### config.mk
export PLATFORM = sky130hd
export DESIGN_NAME = pipeline_ctrl
export DESIGN_NICKNAME = d
export VERILOG_FILES = /design/src/rtl/pipeline_ctrl_pkg.sv /design/src/rtl/pipeline_perf_cnt.sv /design/src/rtl/pipeline_ctrl.sv
export SDC_FILE = /design/constraint.sdc
export NUM_CORES = 1
export LEC_CHECK = 0
export ABC_AREA = 0
export CAP_MARGIN = 20
export CORE_UTILIZATION = 30
export DETAILED_ROUTE_END_ITERATION = 16
export MAX_ROUTING_LAYER = met4
export PLACE_DENSITY = 0.69
export SYNTH_ARGS = -nofsm -noshare
export SYNTH_HDL_FRONTEND = slang
export SYNTH_HIERARCHICAL = 1
export SYNTH_SLANG_ARGS = --single-unit
### constraint.sdc
create_clock -name clk -period 2.3 [get_ports clk]
set_input_delay 0.46 -clock clk [delete_from_list [all_inputs] [get_ports clk]]
set_output_delay 0.46 -clock clk [all_outputs]
set_load 0.05 [all_outputs]
### src/rtl/pipeline_ctrl_pkg.sv
// Shared definitions for pipeline_ctrl: stage indices, FSM encoding, stall/flush bus width.
// Optional perf counters are enabled with PERF_CNT_EN.
`ifndef PIPELINE_CTRL_DEFS
`define PIPELINE_CTRL_DEFS
`define PIPE_REG_W 5
`endif

package pipeline_ctrl_pkg;
   localparam int STG_IF  = 0;
   localparam int STG_ID  = 1;
   localparam int STG_EX  = 2;
   localparam int STG_MEM = 3;

   localparam logic [0:0] ST_RUN        = 1'b0;
   localparam logic [0:0] ST_REDIR_WAIT = 1'b1;

   // Every register downstream of the PC is bubbled on an exception.
   localparam logic [`PIPE_REG_W-1:0] EXC_FLUSH = 5'b11110;
   localparam logic [`PIPE_REG_W-1:0] RST_STALL = 5'b11111;

   // Hold the requesting stage and everything upstream of it.
   function automatic logic [`PIPE_REG_W-1:0] hold_mask(input logic [2:0] k);
      hold_mask = '0;
      for (int i = 0; i < `PIPE_REG_W; i++)
         if (i <= int'(k)) hold_mask[i] = 1'b1;
   endfunction

   // Bubble the register just downstream of the held stage.
   function automatic logic [`PIPE_REG_W-1:0] bubble_mask(input logic [2:0] k);
      bubble_mask = `PIPE_REG_W'(1) << (k + 3'd1);
   endfunction
endpackage

### src/rtl/pipeline_perf_cnt.sv
// Stall-cycle and accepted-exception counters for pipeline_ctrl (built only with PERF_CNT_EN).
module pipeline_perf_cnt #(
   parameter int CNT_W = 32
) (
   input  logic             clk,
   input  logic             rst,
   input  logic             stall_pc,
   input  logic             exc_acc,
   output logic [CNT_W-1:0] stall_cnt,
   output logic [CNT_W-1:0] flush_cnt
);
   // Both counters wrap naturally at 2^CNT_W.
   always_ff @(posedge clk or posedge rst) begin
      if (rst) begin
         stall_cnt <= '0;
         flush_cnt <= '0;
      end else begin
         if (stall_pc) stall_cnt <= stall_cnt + CNT_W'(1);
         if (exc_acc)  flush_cnt <= flush_cnt + CNT_W'(1);
      end
   end
endmodule

### src/rtl/pipeline_ctrl.sv
// Pipeline hazard/exception controller: per-register stall/flush and PC redirect.
// Define PERF_CNT_EN to build the stall/flush performance counters.
module pipeline_ctrl
   import pipeline_ctrl_pkg::*;
#(
   parameter int CNT_W = 32
) (
   input  logic                   clk,
   input  logic                   rst,
   input  logic                   if_stallreq,
   input  logic                   id_stallreq,
   input  logic                   ex_stallreq,
   input  logic                   mem_stallreq,
   input  logic                   exc_flag,
   input  logic [31:0]            exc_target,
   output logic [`PIPE_REG_W-1:0] stall,
   output logic [`PIPE_REG_W-1:0] flush,
   output logic                   redir_en,
   output logic [31:0]            redir_pc,
   output logic [CNT_W-1:0]       stall_cnt,
   output logic [CNT_W-1:0]       flush_cnt
);
   logic [0:0]       state_q, state_d;
   logic [31:0]      tgt_q, tgt_d;
   logic [STG_MEM:0] req;
   logic [2:0]       kidx;

   assign req = {mem_stallreq, ex_stallreq, id_stallreq, if_stallreq};

   always_comb begin
      kidx = 3'd0;
      for (int i = STG_IF; i <= STG_MEM; i++)
         if (req[i]) kidx = 3'(i);
   end

   always_comb begin
      stall    = '0;
      flush    = '0;
      redir_en = 1'b0;
      redir_pc = '0;
      state_d  = state_q;
      tgt_d    = tgt_q;
      if (rst) begin
         stall = RST_STALL;
         flush = EXC_FLUSH;
      end else if (state_q == ST_REDIR_WAIT) begin
         // New exceptions and hazards are ignored: the captured target wins.
         flush = EXC_FLUSH;
         if (if_stallreq) begin
            stall[STG_IF] = 1'b1;
         end else begin
            redir_en = 1'b1;
            redir_pc = tgt_q;
            state_d  = ST_RUN;
         end
      end else if (exc_flag) begin
         flush = EXC_FLUSH;
         if (if_stallreq) begin
            // Fetch still in flight: park the target until the I-side bus frees.
            stall[STG_IF] = 1'b1;
            tgt_d         = exc_target;
            state_d       = ST_REDIR_WAIT;
         end else begin
            redir_en = 1'b1;
            redir_pc = exc_target;
         end
      end else if (|req) begin
         stall = hold_mask(kidx);
         flush = bubble_mask(kidx);
      end
   end

   always_ff @(posedge clk or posedge rst) begin
      if (rst) begin
         state_q <= ST_RUN;
         tgt_q   <= '0;
      end else begin
         state_q <= state_d;
         tgt_q   <= tgt_d;
      end
   end

`ifdef PERF_CNT_EN
   logic exc_acc;
   assign exc_acc = ~rst & (state_q == ST_RUN) & exc_flag;

   pipeline_perf_cnt #(.CNT_W(CNT_W)) u_perf (
      .clk       (clk),
      .rst       (rst),
      .stall_pc  (stall[STG_IF]),
      .exc_acc   (exc_acc),
      .stall_cnt (stall_cnt),
      .flush_cnt (flush_cnt)
   );
`else
   assign stall_cnt = '0;
   assign flush_cnt = '0;
`endif
endmodule

==> qor.csv, run 1 <==
stage,metric,value,unit
placement,gp_congestion,0.7220,
grt,antenna_found_initial,0,
critical_path,endpoint_kind,output port,
grt,grt_pass1_wl,8838,µm
timing,whs,0.5126,ns
die,num_io_pins,146,
clock_tree,clk_pin_slew,0.06,ns
placement,port_buffers,80,
final_layout,nFillCells,774,
route,via_per_inst,4.249,
die,coreArea,0.008217,mm²
grt,gr-usage-all-layers,13.23,%
die,die_area,0.008868,mm²
route,dr_total_vias,1840,
route,drtIter0Drc,47,
clock_tree,post_cts_buffers,0,
pwr,vdd_ir_drop_max,0.2623,mV
logic_synthesis,yosysWarnings,6,
route,drc,0,
grt,grt_pass1_vias,1837,
die,fp.dieW,94.17,µm
clock_tree,clock_sinks,33,
clock_tree,cts_max_level,2,
timing,period_needed,2.277,ns
logic_synthesis,yosys-top-cells-count,"buf_4, dfrtp_1, mux2_4",
placement,dpl_cell_area,0.003413,mm²
die,start_util,31.02,%
die,dieHeight,94.17,µm
route,detail-route-antenna-nets,0,
job,maxCapViolCount,0,
outcome,status,"complete, no violations",
final_layout,antenna_cells,0,
logic_synthesis,synthCells,246,
timing,slew_viol_final,0,
critical_path,worst-setup-path-type,input pin to output port,
logic_synthesis,post-synth-top-count-cell,buf_4,
critical_path,cp_data_required_time,1.84,ns
logic_synthesis,ys_ff_latch,33,
clock_tree,tritoncts,yes,
logic_synthesis,synthArstFlopShare,100.0,%
logic_synthesis,synthDistinctLibCells,25,
timing,tns,0,ns
route,routedWlPerCell,13.01,µm
placement,hpwl,4104,µm
grt,grt_max_degree,34,
pwr,total_power,2.412,mW
logic_synthesis,synth_top_area_share,32.40,%
hold_path,hold_path.class,register to register,
timing,fmax,0.4392,GHz
logic_synthesis,synth_area,0.002549,mm²
route,dr.pass1.iters,4,
timing,period_share,99.00,%
timing,setup_slack,0.02293,ns
timing,skew,0.004131,ns
die,row_count,33,
clock_tree,cts_buffer_depth,2,
logic_synthesis,synth_edf_count,0,
timing,hold_viol,0,
route,routed_wl,5632,µm
placement,pre_cts_slack,-0.08879,ns
final_layout,syn2layout_area_growth,40.84,%
timing,setup_viol,0,
final_layout,fin_nets,366,
pwr,leakage,1.638,nW
clock_tree,cts_root_buf,clkbuf_8,
pwr,powerDensity,672.0,mW/mm²
grt,grt.overflow.total,0,
final_layout,final_cell_area,0.003590,mm²
clock_tree,ctsHoldBuffers,0,
critical_path,critPathMaxFanout,21,
logic_synthesis,synth_flop_cell,dfrtp_1,
clock_tree,cts_buffers,5,
clock_tree,clk_latency,0.28,ns
logic_synthesis,syn_avg_cell_area,10.36,µm²
logic_synthesis,synth.top_cells.by_area,"dfrtp_1, buf_4, mux2_4",
final_layout,drive_gt1_share,36.89,%
timing,rsz0062_at_grt,yes,
critical_path,worstPathArrival,1.82,ns
critical_path,worst_setup_path_start_kind,input pin,
logic_synthesis,synth_area_leader_cell,dfrtp_1,
logic_synthesis,seq_area_frac_synth,32.40,%
[layout make-up]
type                            count  area, µm²  share of cell area, %
Timing Repair Buffer               93       1084                  30.18
Inverter                            2      7.507                 0.2091
Clock inverter                      1      5.005                 0.1394
Sequential cell                    33      827.0                  23.04
Multi-Input combinational cell    192       1439                  40.08
Clock buffer                        7      96.34                  2.684
Tap cell                          105      131.4                  3.660
[metrics by stage]
step	std cells	utilization, %
final	433	43.69
after global routing	433	43.69
after CTS	433	42.80
after detailed placement	425	41.54
after global placement	425	41.54
after floorplan	310	-
[final timing paths]
check / endpoint / slack, ns / depth (start not counted) / from
setup / recovery: redir_pc[26] / 0.02 / 5 / rst
hold / removal: tgt_q[13] / 0.51 / 1 / tgt_q[13]
setup reg to reg: tgt_q[5] / 0.64 / 3 / state_q
hold reg to reg: tgt_q[13] / 0.51 / 1 / tgt_q[13]
max in group asynchronous: state_q / 1.12 / 4 / rst
min in group asynchronous: state_q / 0.85 / 4 / rst
[state kept, by name, indices dropped and copies added, names as in the netlist]
register,flops
state_q,1
tgt_q,32
[logic make-up after synthesis]
group                  Yosys count  share of synthesized area [%]
buffers and inverters           85                          24.94
and+or+nand+nor                 55                          11.68
muxes                           52                          26.41
DFF                             33                          32.40
AOI/OAI and AO/OA               20                          4.418
other                            1                         0.1471
[per-layer routing]
metal	vias to the layer above	wire length (µm)	GRT usage [%]
met1	888	2235	14.80
met2	86	3055	23.61
met5	-	0	-
met4	0	35	3.333
li1	861	-	-
met3	5	306	2.994
[worst max-delay path: stages]
cell	delay (ns)
clkdlybuf4s50_1	0.45
or2_4	0.30
buf_12	0.16
nor3_1	0.20
buf_4	0.23
[power by group]
group | internal (mW) | switching, mW | leakage (nW)
combinational | 0.469 | 0.632 | 1.19
sequential | 0.733 | 0.0934 | 0.393
clock | 0.271 | 0.214 | 0.0542
total | 1.47 | 0.939 | 1.64
[what timing repair did]
item,4_1_cts,5_1_grt
pin swaps,0,1
hold endpoints to repair,0,0
gates resized for setup,1,16
setup endpoints to repair,23,17
[cell usage in the layout, fill, tap and decap left out]
master            n
o21ai_1           2
mux2i_1          20
or3_4             1
a21o_1            3
a21oi_2          11
buf_12           22
nand3b_1         12
mux2_2            2
mux2_4           30
clkdlybuf4s50_1  38
buf_4            29
or2_2             1
buf_6             4
nor2_2            1
nand2b_1          1
nor2b_1           1
clkinv_2          1
nor4bb_4          1
dfrtp_1          32
a21oi_1           1
or2_4             1
o21bai_1          1
nor2_1            2
conb_1           65
nor3_1           13
nand2_1          12
o21a_1            1
inv_1             2
o21ai_0           1
clkbuf_8          7
dfrtp_2           1
nor3_2            9
Note: power is estimated with default switching activity, not from simulation.
==> run 2, diff against run 1 <==
==> constraint.sdc (replaced) <==
create_clock -name clk -period 2.3 [get_ports clk]
set_input_delay 0.69 -clock clk [delete_from_list [all_inputs] [get_ports clk]]
set_output_delay 0.69 -clock clk [all_outputs]
set_load 0.05 [all_outputs]
==> run 2 against run 1 <==
- the flow now finishes with violations (setup timing)
- design area rose by 21%
- critical path depth is 1 higher
- combinational power rose by 22%
- setup slack got worse by 0.087 ns
- critical path type unchanged
- largest cell class unchanged
- highest routed layer unchanged
==> qor.csv, run 2 (synthesis gave the netlist of run 1 again) <==
stage,metric,value,unit,change
outcome,status,finished with violations,,
outcome,violations,setup timing,,
timing,fmax,0.4230,GHz,-3.7%
critical_path,endpoint_kind,output port,,
clock_tree,clk_latency,0.28,ns,about the same
final_layout,largest_register_ffs,32,,unchanged
timing,slew_viol_final,0,,unchanged
critical_path,rrSetupSlack,0.15,ns,-0.49 ns
pwr,total_power,2.645,mW,+9.6%
route,routedWlPerCell,14.66,µm,+13%
critical_path,path_delay_family,buffers and inverters,,
clock_tree,cts_buffer_depth,2,,unchanged
critical_path,critPathMaxStageDelay,0.31,ns,-0.14 ns
die,die_area,0.008868,mm²,unchanged
final_layout,top_register,tgt_q,,
clock_tree,ctsHoldBuffers,0,,unchanged
grt,grt_max_degree,34,,unchanged
route,drtIter0Drc,38,,-19%
route,routed_wl,6655,µm,+18%
route,via_per_inst,4.363,,+2.7%
die,dieHeight,94.17,µm,unchanged
route,dr_total_vias,1981,,+7.7%
final_layout,syn2layout_area_growth,69.76,%,
critical_path,cp_num_buf_inv,4,,+1
critical_path,critPathMaxFanout,5,,-76%
critical_path,cp_cell_sequence,buf_6 > or2_4 > buf_12 > buf_16 > a21oi_4 > buf_6,,
final_layout,layout_common_cells,"conb_1, buf_6, dfrtp_1",,
die,coreArea,0.008217,mm²,unchanged
clock_tree,tritoncts,yes,,
placement,gp_congestion,0.7142,,-1.1%
timing,skew,0.005607,ns,+0.001476 ns
critical_path,worst_setup_path_start_kind,input pin,,
route,drc,0,,unchanged
job,maxCapViolCount,0,,unchanged
pwr,vdd_ir_drop_max,0.2805,mV,+6.9%
grt,grt_pass1_wl,10180,µm,+15%
hold_path,hold_path.class,register to register,,
final_layout,final_common_cell,conb_1,,
timing,setup_viol,15,,+15
timing,rsz0062_at_grt,yes,,
pwr,powerDensity,611.3,mW/mm²,-9.0%
clock_tree,cts_root_buf,clkbuf_8,,
pwr,leakage,2.004,nW,+22%
clock_tree,clk_pin_slew,0.07,ns,about the same
timing,setup_slack,-0.06427,ns,-0.08720 ns
timing,period_needed,2.364,ns,+0.08720 ns
timing,period_share,102.8,%,+3.8 points
clock_tree,clock_sinks,33,,unchanged
placement,port_buffers,80,,unchanged
die,start_util,31.02,%,unchanged
final_layout,fin_nets,387,,+5.7%
grt,gr-usage-all-layers,15.49,%,+2.3 points
route,detail-route-antenna-nets,0,,unchanged
grt,antenna_found_initial,0,,unchanged
placement,hpwl,4221,µm,+2.9%
final_layout,fin_util,52.66,%,+9.0 points
timing,hold_viol,0,,unchanged
die,row_count,33,,unchanged
die,num_io_pins,146,,unchanged
critical_path,cp_common_cell,buf_6,,
critical_path,cp_data_required_time,1.61,ns,-0.23 ns
critical_path,worst-setup-path-type,input pin to output port,,
critical_path,worstPathArrival,1.67,ns,-0.15 ns
clock_tree,cts_buffers,5,,unchanged
route,dr.pass1.iters,4,,unchanged
grt,grt_pass1_vias,1956,,+6.5%
grt,grt.overflow.total,0,,unchanged
critical_path,slowest_stage,or2_4,,
clock_tree,cts_max_level,2,,unchanged
final_layout,antenna_cells,0,,unchanged
final_layout,largestRegisters,"tgt_q (32), state_q (1)",,
die,fp.dieW,94.17,µm,unchanged
final_layout,drive_gt1_share,52.44,%,+16 points
-- run 2: cell count changes in the layout (fill, tap and decap cells not counted), sizes merged, moves of 3 or more --
cell / before / now
buf: 55 / 77
clkbuf: 7 / 10
clkdlybuf4s50: 38 / 9
dlygate4sd2: 0 / 10
dlymetal6s2s: 0 / 16
-- run 2: worst register-to-register path, stage by stage (launching register included) --
cell       delay (ns)
dfrtp_4          0.58
clkbuf_16        0.20
buf_4            0.14
buf_4            0.13
nor4bb_4         0.30
buf_4            0.32
mux2_2           0.37
-- run 2: worst paths after layout --
kind	cells past startpoint	from	to
setup / recovery	6	if_stallreq	redir_pc[31]
hold reg to reg	1	tgt_q[1]	tgt_q[1]
max in group asynchronous	6	rst	state_q
hold / removal	1	tgt_q[1]	tgt_q[1]
setup reg to reg	6	state_q	tgt_q[6]
min in group asynchronous	6	rst	tgt_q[18]
-- run 2: power by group --
part	switching, mW	total [mW]	internal, mW
sequential	0.114	0.849	0.735
clock	0.212	0.456	0.244
combinational	0.751	1.34	0.589
-- run 2: what timing repair did --
action / 4_1_cts / 5_1_grt
resized for setup: 74 / 40
buffers inserted: 4 / 6
cloned: 4 / 2
endpoints found under the setup margin: 41 / 38
pin swaps: 18 / 17
-- run 2: metal layers --
layer	up-vias	global-route usage (%)	share of wire, %	wire, µm
met1	966	19.31	42	2799
met4	0	3.077	0.69	46
met5	-	-	0	0
met3	6	3.722	5.6	370
met2	97	25.54	52	3439
li1	912	-	-	-
-- run 2: area by class of cell --
cell class	instances	area [µm²]
Inverter	2	11.26
Fill cell	710	3890
Sequential cell	33	829.5
Tap cell	105	131.4
Multi-Input combinational cell	192	1847
Timing Repair Buffer	114	1418
Clock buffer	8	90.09
-- run 2: metrics by stage --
step                      instances  hold WS [ns]  setup slack (ns)  instance area, µm²  setup TNS [ns]
after floorplan                 310        0.4803          -0.04459                3227         -0.9436
after global placement          433        0.4898           -0.4155                3742          -20.05
after detailed placement        433        0.4937           -0.4510                3742          -21.19
after CTS                       448        0.5125           -0.1398                4153          -1.963
after global routing            454        0.5239          -0.08331                4327          -1.617
final                           454        0.5114          -0.06427                4327         -0.5954
==> run 3, diff against run 2 <==
--- a/config.mk
+++ b/config.mk
@@ -11,6 +11,7 @@
 export DETAILED_ROUTE_END_ITERATION = 16
 export MAX_ROUTING_LAYER = met4
 export PLACE_DENSITY = 0.69
+export SKIP_CTS_REPAIR_TIMING = 1
 export SYNTH_ARGS = -nofsm -noshare
 export SYNTH_HDL_FRONTEND = slang
 export SYNTH_HIERARCHICAL = 1
==> run 3 against run 2 <==
- the flow still finishes with violations (setup timing)
- final cell count shrank 1.5%
- combinational power down 4%
- power decreased by 2.5%
- critical path depth is 1 lower
- design area fell by 2.8%
- setup slack got worse by 0.017 ns
- clock power about the same
- first-iteration DRC count decreased by 29%
- non-clock buffer count down 7
- critical path type unchanged
- largest power group unchanged
==> qor.csv, run 3 (synthesis gave the netlist of run 1 again) <==
stage,metric,value,unit,change
outcome,status,finished with violations,,
outcome,violations,setup timing,,
timing,rsz0062_at_grt,yes,,
timing,tns,-0.6591,ns,-0.06367 ns
placement,pre_cts_slack,-0.4510,ns,unchanged
timing,period_needed,2.381,ns,+0.01681 ns
clock_tree,clock_sinks,33,,unchanged
timing,fmax,0.4200,GHz,-0.71%
die,die_area,0.008868,mm²,unchanged
final_layout,final_common_cell,conb_1,,
hold_path,min_from,tgt_q[27],,
grt,grt_pass1_vias,1866,,-4.6%
hold_path,holdPathStages,1,,unchanged
route,dr_total_vias,1959,,-1.1%
critical_path,cp_data_required_time,1.61,ns,about the same
critical_path,worstPathArrival,1.69,ns,+0.02 ns
final_layout,drive_gt1_share,48.83,%,-3.6 points
timing,setup_viol,16,,+1
critical_path,r2r_start,state_q,,
final_layout,largest_register_ffs,32,,unchanged
timing,skew,0.004936,ns,-0.0006708 ns
critical_path,rr_endpoint,tgt_q[6],,
critical_path,rr_worst_depth,4,,-2
placement,dpl_cell_area,0.003742,mm²,unchanged
route,dr.pass1.iters,3,,-1
clock_tree,tritoncts,yes,,
final_layout,syn2layout_area_growth,65.00,%,
placement,port_buffers,80,,unchanged
final_layout,fin_nets,380,,-1.8%
die,start_util,31.02,%,unchanged
final_layout,final_cell_area,0.004205,mm²,-2.8%
grt,grt.overflow.total,0,,unchanged
die,row_count,33,,unchanged
route,routedWlPerCell,14.46,µm,-1.4%
timing,whs,0.5112,ns,-0.0001880 ns
placement,hpwl,4221,µm,unchanged
clock_tree,cts_buffers,5,,unchanged
clock_tree,cts_buffer_depth,2,,unchanged
timing,period_share,103.5,%,+0.73 points
critical_path,critPathMaxFanout,6,,+1
grt,grt_max_degree,34,,unchanged
final_layout,largestRegisters,"tgt_q (32), state_q (1)",,
route,routed_wl,6463,µm,-2.9%
grt,antenna_found_initial,0,,unchanged
route,drtIter0Drc,27,,-29%
grt,gr-usage-all-layers,13.86,%,-1.6 points
route,via_per_inst,4.383,,+0.44%
timing,setup_slack,-0.08108,ns,-0.01681 ns
critical_path,worst_setup_path_start_kind,input pin,,
critical_path,worst-setup-path-type,input pin to output port,,
clock_tree,clk_latency,0.28,ns,about the same
critical_path,rrSetupSlack,0.45,ns,+0.30 ns
pwr,leakage,2.022,nW,+0.89%
clock_tree,cts_max_level,2,,unchanged
hold_path,holdPathEnd,tgt_q[27],,
die,coreArea,0.008217,mm²,unchanged
critical_path,endpoint_kind,output port,,
pwr,powerDensity,613.3,mW/mm²,+0.33%
timing,hold_viol,0,,unchanged
final_layout,fin_util,51.18,%,-1.5 points
final_layout,antenna_cells,0,,unchanged
job,maxCapViolCount,0,,unchanged
pwr,vdd_ir_drop_max,0.2594,mV,-7.5%
die,dieHeight,94.17,µm,unchanged
die,num_io_pins,146,,unchanged
final_layout,layout_common_cells,"conb_1, buf_6, dfrtp_1",,
final_layout,nFillCells,730,,+2.8%
clock_tree,clk_pin_slew,0.06,ns,about the same
grt,grt_pass1_wl,9218,µm,-9.5%
placement,gp_congestion,0.7142,,unchanged
timing,slew_viol_final,0,,unchanged
final_layout,top_register,tgt_q,,
route,drc,0,,unchanged
hold_path,hold_path.class,register to register,,
clock_tree,cts_root_buf,clkbuf_8,,
route,detail-route-antenna-nets,0,,unchanged
die,fp.dieW,94.17,µm,unchanged
==> run 3: final cells by class <==
cell class	count	area (µm²)	area share (%)
inverter	2	11.26	0.2678
clock buffer	8	90.09	2.142
tap	105	131.4	3.124
sequential	33	829.5	19.73
timing repair buffer	107	1339	31.84
multi-input combinational	192	1804	42.90
==> run 3: power by group <==
part	switching [mW]	leakage (nW)	internal, mW
Sequential	0.104	0.393	0.735
Combinational	0.738	1.58	0.544
Clock	0.215	0.0455	0.244
Total	1.06	2.02	1.52
==> run 3: worst max path at each step <==
stage               startpoint      endpoint  cells after the start
floorplan             exc_flag   redir_pc[0]                      4
global placement      exc_flag   redir_pc[5]                      5
detailed placement    exc_flag  redir_pc[19]                      5
CTS                   exc_flag  redir_pc[19]                      5
global route               rst  redir_pc[11]                      5
finish                     rst  redir_pc[15]                      5
==> run 3: critical path: stages <==
cell and delay (ns):
buf_6 0.09, or2_4 0.33, buf_16 0.17, nor3_4 0.21, buf_6 0.19
==> run 3: per-stage QoR <==
stage	instances	power, mW
floorplan	310	1.838
finish	447	2.579
detailed placement	433	2.033
global placement	433	2.013
CTS	441	2.507
global route	447	2.704
==> run 3: per-layer routing <==
metal  vias to the layer above  track usage (%)  wire, µm
li1                        893                -         -
met1                       970            17.19      2773
met2                        92            22.58      3288
met3                         4            3.641       374
met4                         0            3.077        27
met5                         -                -         0
